<file path="src/rtl/deq_serializer_pkg.sv">
// ============================================================================
// Module   : deq_serializer_pkg
// Purpose  : Shared FSM encoding and byte-width constant for deq_serializer.
// Revision : 1.0  initial release
// ============================================================================
`default_nettype none

package deq_serializer_pkg;

  localparam int BYTE_W = 8;

  typedef enum logic [1:0] {
    ST_IDLE  = 2'd0,
    ST_FETCH = 2'd1,
    ST_SEND  = 2'd2
  } state_t;

endpackage

`default_nettype wire

</file>
<file path="src/rtl/deq_serializer.sv">
// ============================================================================
// Module   : deq_serializer
// Purpose  : Dequeues words from an upstream FIFO and emits them LSB-byte
//            first over a valid/ready byte stream.
// Revision : 1.0  initial release
// ============================================================================
`default_nettype none

module deq_serializer
  import deq_serializer_pkg::*;
#(
  parameter int WIDTH  = 32,
  parameter int NBYTE  = 4,
  parameter int W_IDX  = 2,
  parameter int W_WCNT = 16
) (
  input  logic              CLK,
  input  logic              RST_X,
  input  logic              EMPTY,
  output logic              DEQ,
  input  logic [WIDTH-1:0]  DIN,
  output logic [7:0]        BOUT,
  output logic              BVALID,
  input  logic              BREADY,
  output logic              BUSY,
  output logic [W_WCNT-1:0] WCNT
);

  state_t              r_state;
  state_t              w_state_nxt;
  logic [WIDTH-1:0]    r_shift;
  logic [W_IDX-1:0]    r_idx;
  logic [W_WCNT-1:0]   r_wcnt;
  logic                w_send;
  logic                w_hs;
  logic                w_last;
  logic                w_deq;

  assign w_send = (r_state == ST_SEND);
  assign w_hs   = w_send && BREADY;
  assign w_last = w_hs && (r_idx == W_IDX'(NBYTE - 1));

  always_comb begin
    w_state_nxt = r_state;
    w_deq       = 1'b0;
    case (r_state)
      ST_IDLE: begin
        if (!EMPTY) begin
          w_deq       = 1'b1;
          w_state_nxt = ST_FETCH;
        end
      end
      ST_FETCH: w_state_nxt = ST_SEND;
      ST_SEND: begin
        // Fetch the next word in the same cycle as the last byte so a
        // streaming FIFO only costs one FETCH gap per word.
        if (w_last) begin
          if (!EMPTY) begin
            w_deq       = 1'b1;
            w_state_nxt = ST_FETCH;
          end else begin
            w_state_nxt = ST_IDLE;
          end
        end
      end
      default: w_state_nxt = ST_IDLE;
    endcase
  end

  // DEQ is combinational, so it must also be gated by the raw reset.
  assign DEQ    = w_deq && RST_X;
  assign BVALID = w_send;
  assign BOUT   = w_send ? r_shift[BYTE_W-1:0] : 8'h00;
  assign BUSY   = (r_state != ST_IDLE);
  assign WCNT   = r_wcnt;

  always_ff @(posedge CLK or negedge RST_X) begin
    if (!RST_X) begin
      r_state <= ST_IDLE;
      r_shift <= '0;
      r_idx   <= '0;
      r_wcnt  <= '0;
    end else begin
      r_state <= w_state_nxt;
      if (r_state == ST_FETCH) begin
        r_shift <= DIN;
        r_idx   <= '0;
      end else if (w_hs) begin
        r_shift <= r_shift >> BYTE_W;
        if (!w_last) begin
          r_idx <= r_idx + 1'b1;
        end
      end
      if (w_last) begin
        r_wcnt <= r_wcnt + 1'b1;
      end
    end
  end

endmodule

`default_nettype wire

</file>
<file path="config.mk">
export PLATFORM = sky130hd
export DESIGN_NAME = deq_serializer
export DESIGN_NICKNAME = d
export VERILOG_FILES = /design/src/rtl/deq_serializer_pkg.sv /design/src/rtl/deq_serializer.sv
export SDC_FILE = /design/constraint.sdc
export NUM_CORES = 1
export LEC_CHECK = 0
export ABC_CLOCK_PERIOD_IN_PS = 1300
export CORE_MARGIN = 3
export CORE_UTILIZATION = 40
export DETAILED_ROUTE_END_ITERATION = 7
export PLACE_DENSITY_LB_ADDON = 0.12
export REMOVE_ABC_BUFFERS = 1
export SLEW_MARGIN = 20
export SYNTH_ARGS = -nofsm -noshare
export SYNTH_HDL_FRONTEND = slang
export SYNTH_SLANG_ARGS = --single-unit
</file>
<file path="constraint.sdc">
create_clock -name CLK -period 1.3 [get_ports CLK]
set_input_delay 0.26 -clock CLK [delete_from_list [all_inputs] [get_ports CLK]]
set_output_delay 0.26 -clock CLK [all_outputs]
set_load 0.02 [all_outputs]
</file>
=== Yosys cells after proc, flatten, opt, wreduce, memory -nomap -nowiden ===
Cells that the tools add are included.

* Bits in registers: 52
* Output and inout port bits: 27
* Logic and storage cells: 33

* $add $sub $neg: 2
* Equal/unequal tests: 6
* Mux-type cells: 13
* Reductions and logical operators: 8

{| class="wikitable"
|+ Operator list
! kind !! count
|-
| 32-bit 2-to-1 mux || 2
|-
| 16-bit by 1-bit adder with 16-bit output, second input constant || 1
|-
| 2-bit 2-to-1 mux || 5
|-
| 8-bit 2-to-1 mux || 1
|-
| 2-bit case mux with 3 select lines || 1
|-
| 2-bit == test, second input constant || 2
|-
| 2-bit by 1-bit inequality test with 1-bit output, second input constant || 2
|-
| 2-bit AND reduction || 2
|-
| 2-bit nonzero test || 2
|-
| 1-bit logical AND || 3
|-
| 1-bit 2-to-1 mux || 3
|-
| 2-bit by 1-bit adder with 2-bit output, second input constant || 1
|-
| 2-bit by 1-bit == test with 1-bit output, second input constant || 1
|-
| 2-bit logical NOT || 1
|-
| 2-bit inequality test, second input constant || 1
|-
| 1-bit case mux with 2 select lines || 1
|}

=== Depth between registers and ports, before layout ===
Gate-level depths: netlist (run 1).

* Depth after elaboration: 6
* Mapped depth: 7
* Gate-level depth less buffers: 5

=== Worst setup path before layout (run 1) ===
OpenSTA, ideal clock, no wires.

* Kind: register -> output
* Start: reg r_state[0]
* End: out BOUT[0]
* Arrival time: 1298 ps
* Setup slack: -258 ps
* Cell stages (with the launch flop): 4
* Buffers on the path: 1
* Cells stage by stage: dfrtp_1 > and2b_1 > clkbuf_1 > and2_1

* Cells in the longest elaborated chain, start to end: 2

{| class="wikitable"
|+ Ends and longest elaborated chain
! item !! RTL line !! source
|-
| start: declaration || deq_serializer.sv:29 || <nowiki>state_t r_state;</nowiki>
|-
| start signal: assignment || deq_serializer.sv:84 || <nowiki>r_state <= w_state_nxt;</nowiki>
|-
| 2-bit == test || deq_serializer.sv:39 || <nowiki>assign w_send = (r_state == ST_SEND);</nowiki>
|-
| net BVALID || deq_serializer.sv:23 || <nowiki>output logic BVALID,</nowiki>
|-
| 8-bit 2-to-1 mux || deq_serializer.sv:73 || <nowiki>assign BOUT = w_send ? r_shift[BYTE_W-1:0] : 8'h00;</nowiki>
|-
| end: declaration || deq_serializer.sv:22 || <nowiki>output logic [7:0] BOUT,</nowiki>
|}

The timed path passes the listed nets, and every way through them passes these cells.

=== Worst setup path in the final report (run 1) ===
* Start: reg r_state[0]
* End: out BOUT[1]

* Cells in the longest elaborated chain, start to end: 2

{| class="wikitable"
|+ Ends and longest elaborated chain
! item !! RTL line
|-
| 2-bit == test || deq_serializer.sv:39
|-
| 8-bit 2-to-1 mux || deq_serializer.sv:73
|}

Every way passes these cells.

==> impl_metrics.csv, run 1 <==
group,metric,value,unit
run_status,outcome,"finished, violations left",
run_status,violations,"setup timing",
grt,antenna_found_initial,0,
grt,grt_pass1_wl,9.83,mm
yosys,synth_enable_flop_cells,0,
clocking,cts_tree,"yes",
drt,ant_nets,0,
sta,rsz0062_at_grt,"yes",
cells_and_area,fillers,413,
drt,drcViolationCount,0,
clocking,clockRootBuffer,"clkbuf_8",
pwr,vdd_ir_drop_max,1.03,mV
cells_and_area,finalNonFillerCells,413,
grt,grt_max_degree,53,
pwr,power.density,1850,nW/µm²
yosys,ys_types,35,
sta,hold_viol,0,
yosys,synthArstFlopShare,1.00,
clocking,cts.clk_slew.worst_paths,0.09,ns
clocking,cts_buffers,5,
drt,drt_iter0_markers,43,
floorplan,core_region_area,5680,µm²
drt,drt_wl_total,6.40,mm
hold_path,min_path_type,"in2async",
cells_and_area,final_util,0.722,
place,gp_congestion,0.758,
sta,max_freq,0.589,GHz
sta,slew_headroom,0.556,
floorplan,fp.dieH,83.8,µm
sta,finalMaxSlewViolations,0,
cells_and_area,synthToLayoutAreaGrowth,69.4,%
job,maxCapViolCount,0,
cells_and_area,drive_gt1_frac,0.469,
worst_setup_path,critical_path.max_fanout,4,
cells_and_area,seq_area,1300,µm²
cells_and_area,multi_input_area,1240,µm²
sta,setup_viol,60,
place,dpl.hpwl,3.51,mm
sta,worst_slack,-0.399,ns
clocking,clock_sinks,52,
floorplan,dieArea,7020,µm²
floorplan,io_pins,63,
cells_and_area,num_antenna_cells,0,
yosys,ys_seq_elements,52,
worst_setup_path,reg2reg_from,"r_state[0]$_DFFE_PN0P_",
worst_setup_path,endpoint_kind,"primary output",
drt,avgRoutedWirePerCell,15.5,µm
yosys,yosys.area.top_type,"dfrtp_1",
yosys,synth_warnings,0,
worst_setup_path,cp-start-kind,"flop",
yosys,synthFlopType,"dfrtp_1",
yosys,ys_seq_area_frac,0.538,
sta,worst_slew_pin_slew,0.666,ns
yosys,synthCells,215,
yosys,synth_top_area_share,0.538,
yosys,synth_area_leaders,"dfrtp_1, mux2i_1, nand2_1",
floorplan,num_rows,27,
clocking,max-clock-path-buffers,2,
clocking,clkLatencyLatePin,0.30,ns
sta,finalCritPeriodShare,1.31,
yosys,syn-cell-area,2420,µm²
clocking,cts-hold-fix-buffers,0,
sta,finClkSkew,0.00363,ns
grt,grt_pass1_vias,2041,
drt,dr.pass1.iters,4,
worst_setup_path,critPathRequiredTime,1.04,ns
pwr,power_leakage,1.91,nW
worst_setup_path,crit_start,"r_state[0]$_DFFE_PN0P_",
cells_and_area,num-nets-final,378,
sta,period_needed,1.70,ns
worst_setup_path,cp.arrival,1.44,ns
grt,grt-ovfl-total,0,
grt,grt_util_all_layers,0.173,
drt,num_vias,2108,
floorplan,start_util,0.426,
worst_setup_path,path_class,"reg2out",
yosys,syn_area_per_cell,11.3,µm²
drt,viasPerCell,5.10,
place,io_buffers,62,
place,place_inst,371,
floorplan,die_w,83.8,µm
clocking,htreeDepth,2,
[sequential cells by signal, summed over array words and instances, names as in the netlist]
signal,cells
r_shift,32
r_idx,2
WCNT,16
r_state,2
[cells by family after synthesis]
| group | Yosys count | share of synthesized area |
|---|---|---|
| compound gates | 40 | 0.101 |
| xor+xnor | 15 | 0.0543 |
| fa+ha+maj | 2 | 0.0103 |
| buf+inv | 15 | 0.0424 |
| flops | 52 | 0.538 |
| mux | 25 | 0.104 |
| simple gates | 66 | 0.150 |
[metal layers]
layer,track usage,vias to the layer above,routed length (µm)
met4,0.0395,0,115
li1,-,997,-
met1,0.228,1047,2680
met5,0,-,0
met2,0.291,52,3320
met3,0.0375,12,286
[worst max-delay path, stage by stage, from the launching register on]
cell and delay (ns):
dfrtp_1 0.42, and2b_2 0.31, clkbuf_16 0.17, and2_4 0.13
buf_6 0.11
[power by group]
group / switching [mW] / leakage [nW] / internal, mW
logic: 1.79 / 1.17 / 2.45
clock network: 0.495 / 0.0455 / 0.435
registers: 0.315 / 0.690 / 2.08
[what timing repair did]
item,4_1_cts,5_1_grt
pin swaps,11,46
gates cloned,6,6
gates resized for setup,122,87
endpoints found under the setup margin,75,76
setup buffers,21,15
[synthesized netlist by cell type (2+ instances only)]
master and number:
nand4_1 5, buf_4 4, a22o_1 8, o21ai_1 17, nor2_1 3, mux2i_1 24, inv_1 4, a21o_1 2
ha_1 2, o21ai_0 8, nand3_1 4, a21oi_1 2, nor4_1 2, xnor2_1 12, dfrtp_1 52, xor2_1 3
nand2_1 32, and2_1 10, clkbuf_1 2, buf_6 4
[final timing paths]
path                            cells past startpoint                     end  slack (ns)
worst max register to register                      8  r_shift[1]$_DFFE_PN0P_       -0.33
max in group asynchronous                           2     WCNT[0]$_DFFE_PN0N_        0.73
worst min register to register                      1    WCNT[15]$_DFFE_PN0N_        0.48
worst max-delay path                                4                 BOUT[1]       -0.40
min in group CLK                                    1    WCNT[15]$_DFFE_PN0N_        0.48
worst min-delay path                                2  r_shift[0]$_DFFE_PN0P_        0.08
[stage by stage]
stage	setup slack, ns	hold WS (ns)	power, mW	cell area (µm²)	setup TNS [ns]
global placement	-0.788	0.437	4.75	3350	-16.04
finish	-0.399	0.0770	7.57	4100	-13.53
detailed placement	-0.848	0.442	4.80	3350	-16.68
CTS	-0.355	0.112	6.82	3850	-14.96
global route	-0.479	0.136	8.01	4100	-17.40
floorplan	-2.40	-0.0356	3.69	2330	-79.67
[cell type report]
| type | count | area share |
|---|---|---|
| timing repair buffer | 129 | 0.333 |
| sequential | 52 | 0.318 |
| multi-input combinational | 148 | 0.302 |
| clock buffer | 8 | 0.0220 |
| tap | 72 | 0.0220 |
| inverter | 4 | 0.00366 |
[layout by cell type, fill, tap and decap left out, types with 2 or more instances in the layout]
cell,n
nand2_1,15
a22o_1,8
o21ai_2,15
mux2i_1,22
buf_12,6
nand3_2,2
nor4_2,2
nand2_4,3
xor2_1,3
buf_6,28
clkdlybuf4s15_1,3
clkdlybuf4s50_1,34
or2_4,2
xnor2_1,11
and2_4,8
nand2_2,14
mux2i_2,2
nor2_4,2
inv_1,4
a21oi_1,2
a21o_1,2
clkbuf_16,5
clkdlybuf4s15_2,2
buf_8,2
dfrtp_1,51
clkbuf_1,2
and2_1,2
nand4_1,5
buf_16,2
clkbuf_2,10
nand3_1,2
buf_4,35
clkbuf_8,6
o21ai_1,10
Note: power is estimated with default switching activity, not from simulation.
==> run 2: changes to the inputs <==
--- a/config.mk
+++ b/config.mk
@@ -11,7 +11,6 @@
 export DETAILED_ROUTE_END_ITERATION = 7
 export PLACE_DENSITY_LB_ADDON = 0.12
 export REMOVE_ABC_BUFFERS = 1
-export SLEW_MARGIN = 20
 export SYNTH_ARGS = -nofsm -noshare
 export SYNTH_HDL_FRONTEND = slang
 export SYNTH_SLANG_ARGS = --single-unit
==> results of run 2 <==
No change in the layout: final DEF, timing and power equal those of run 1.
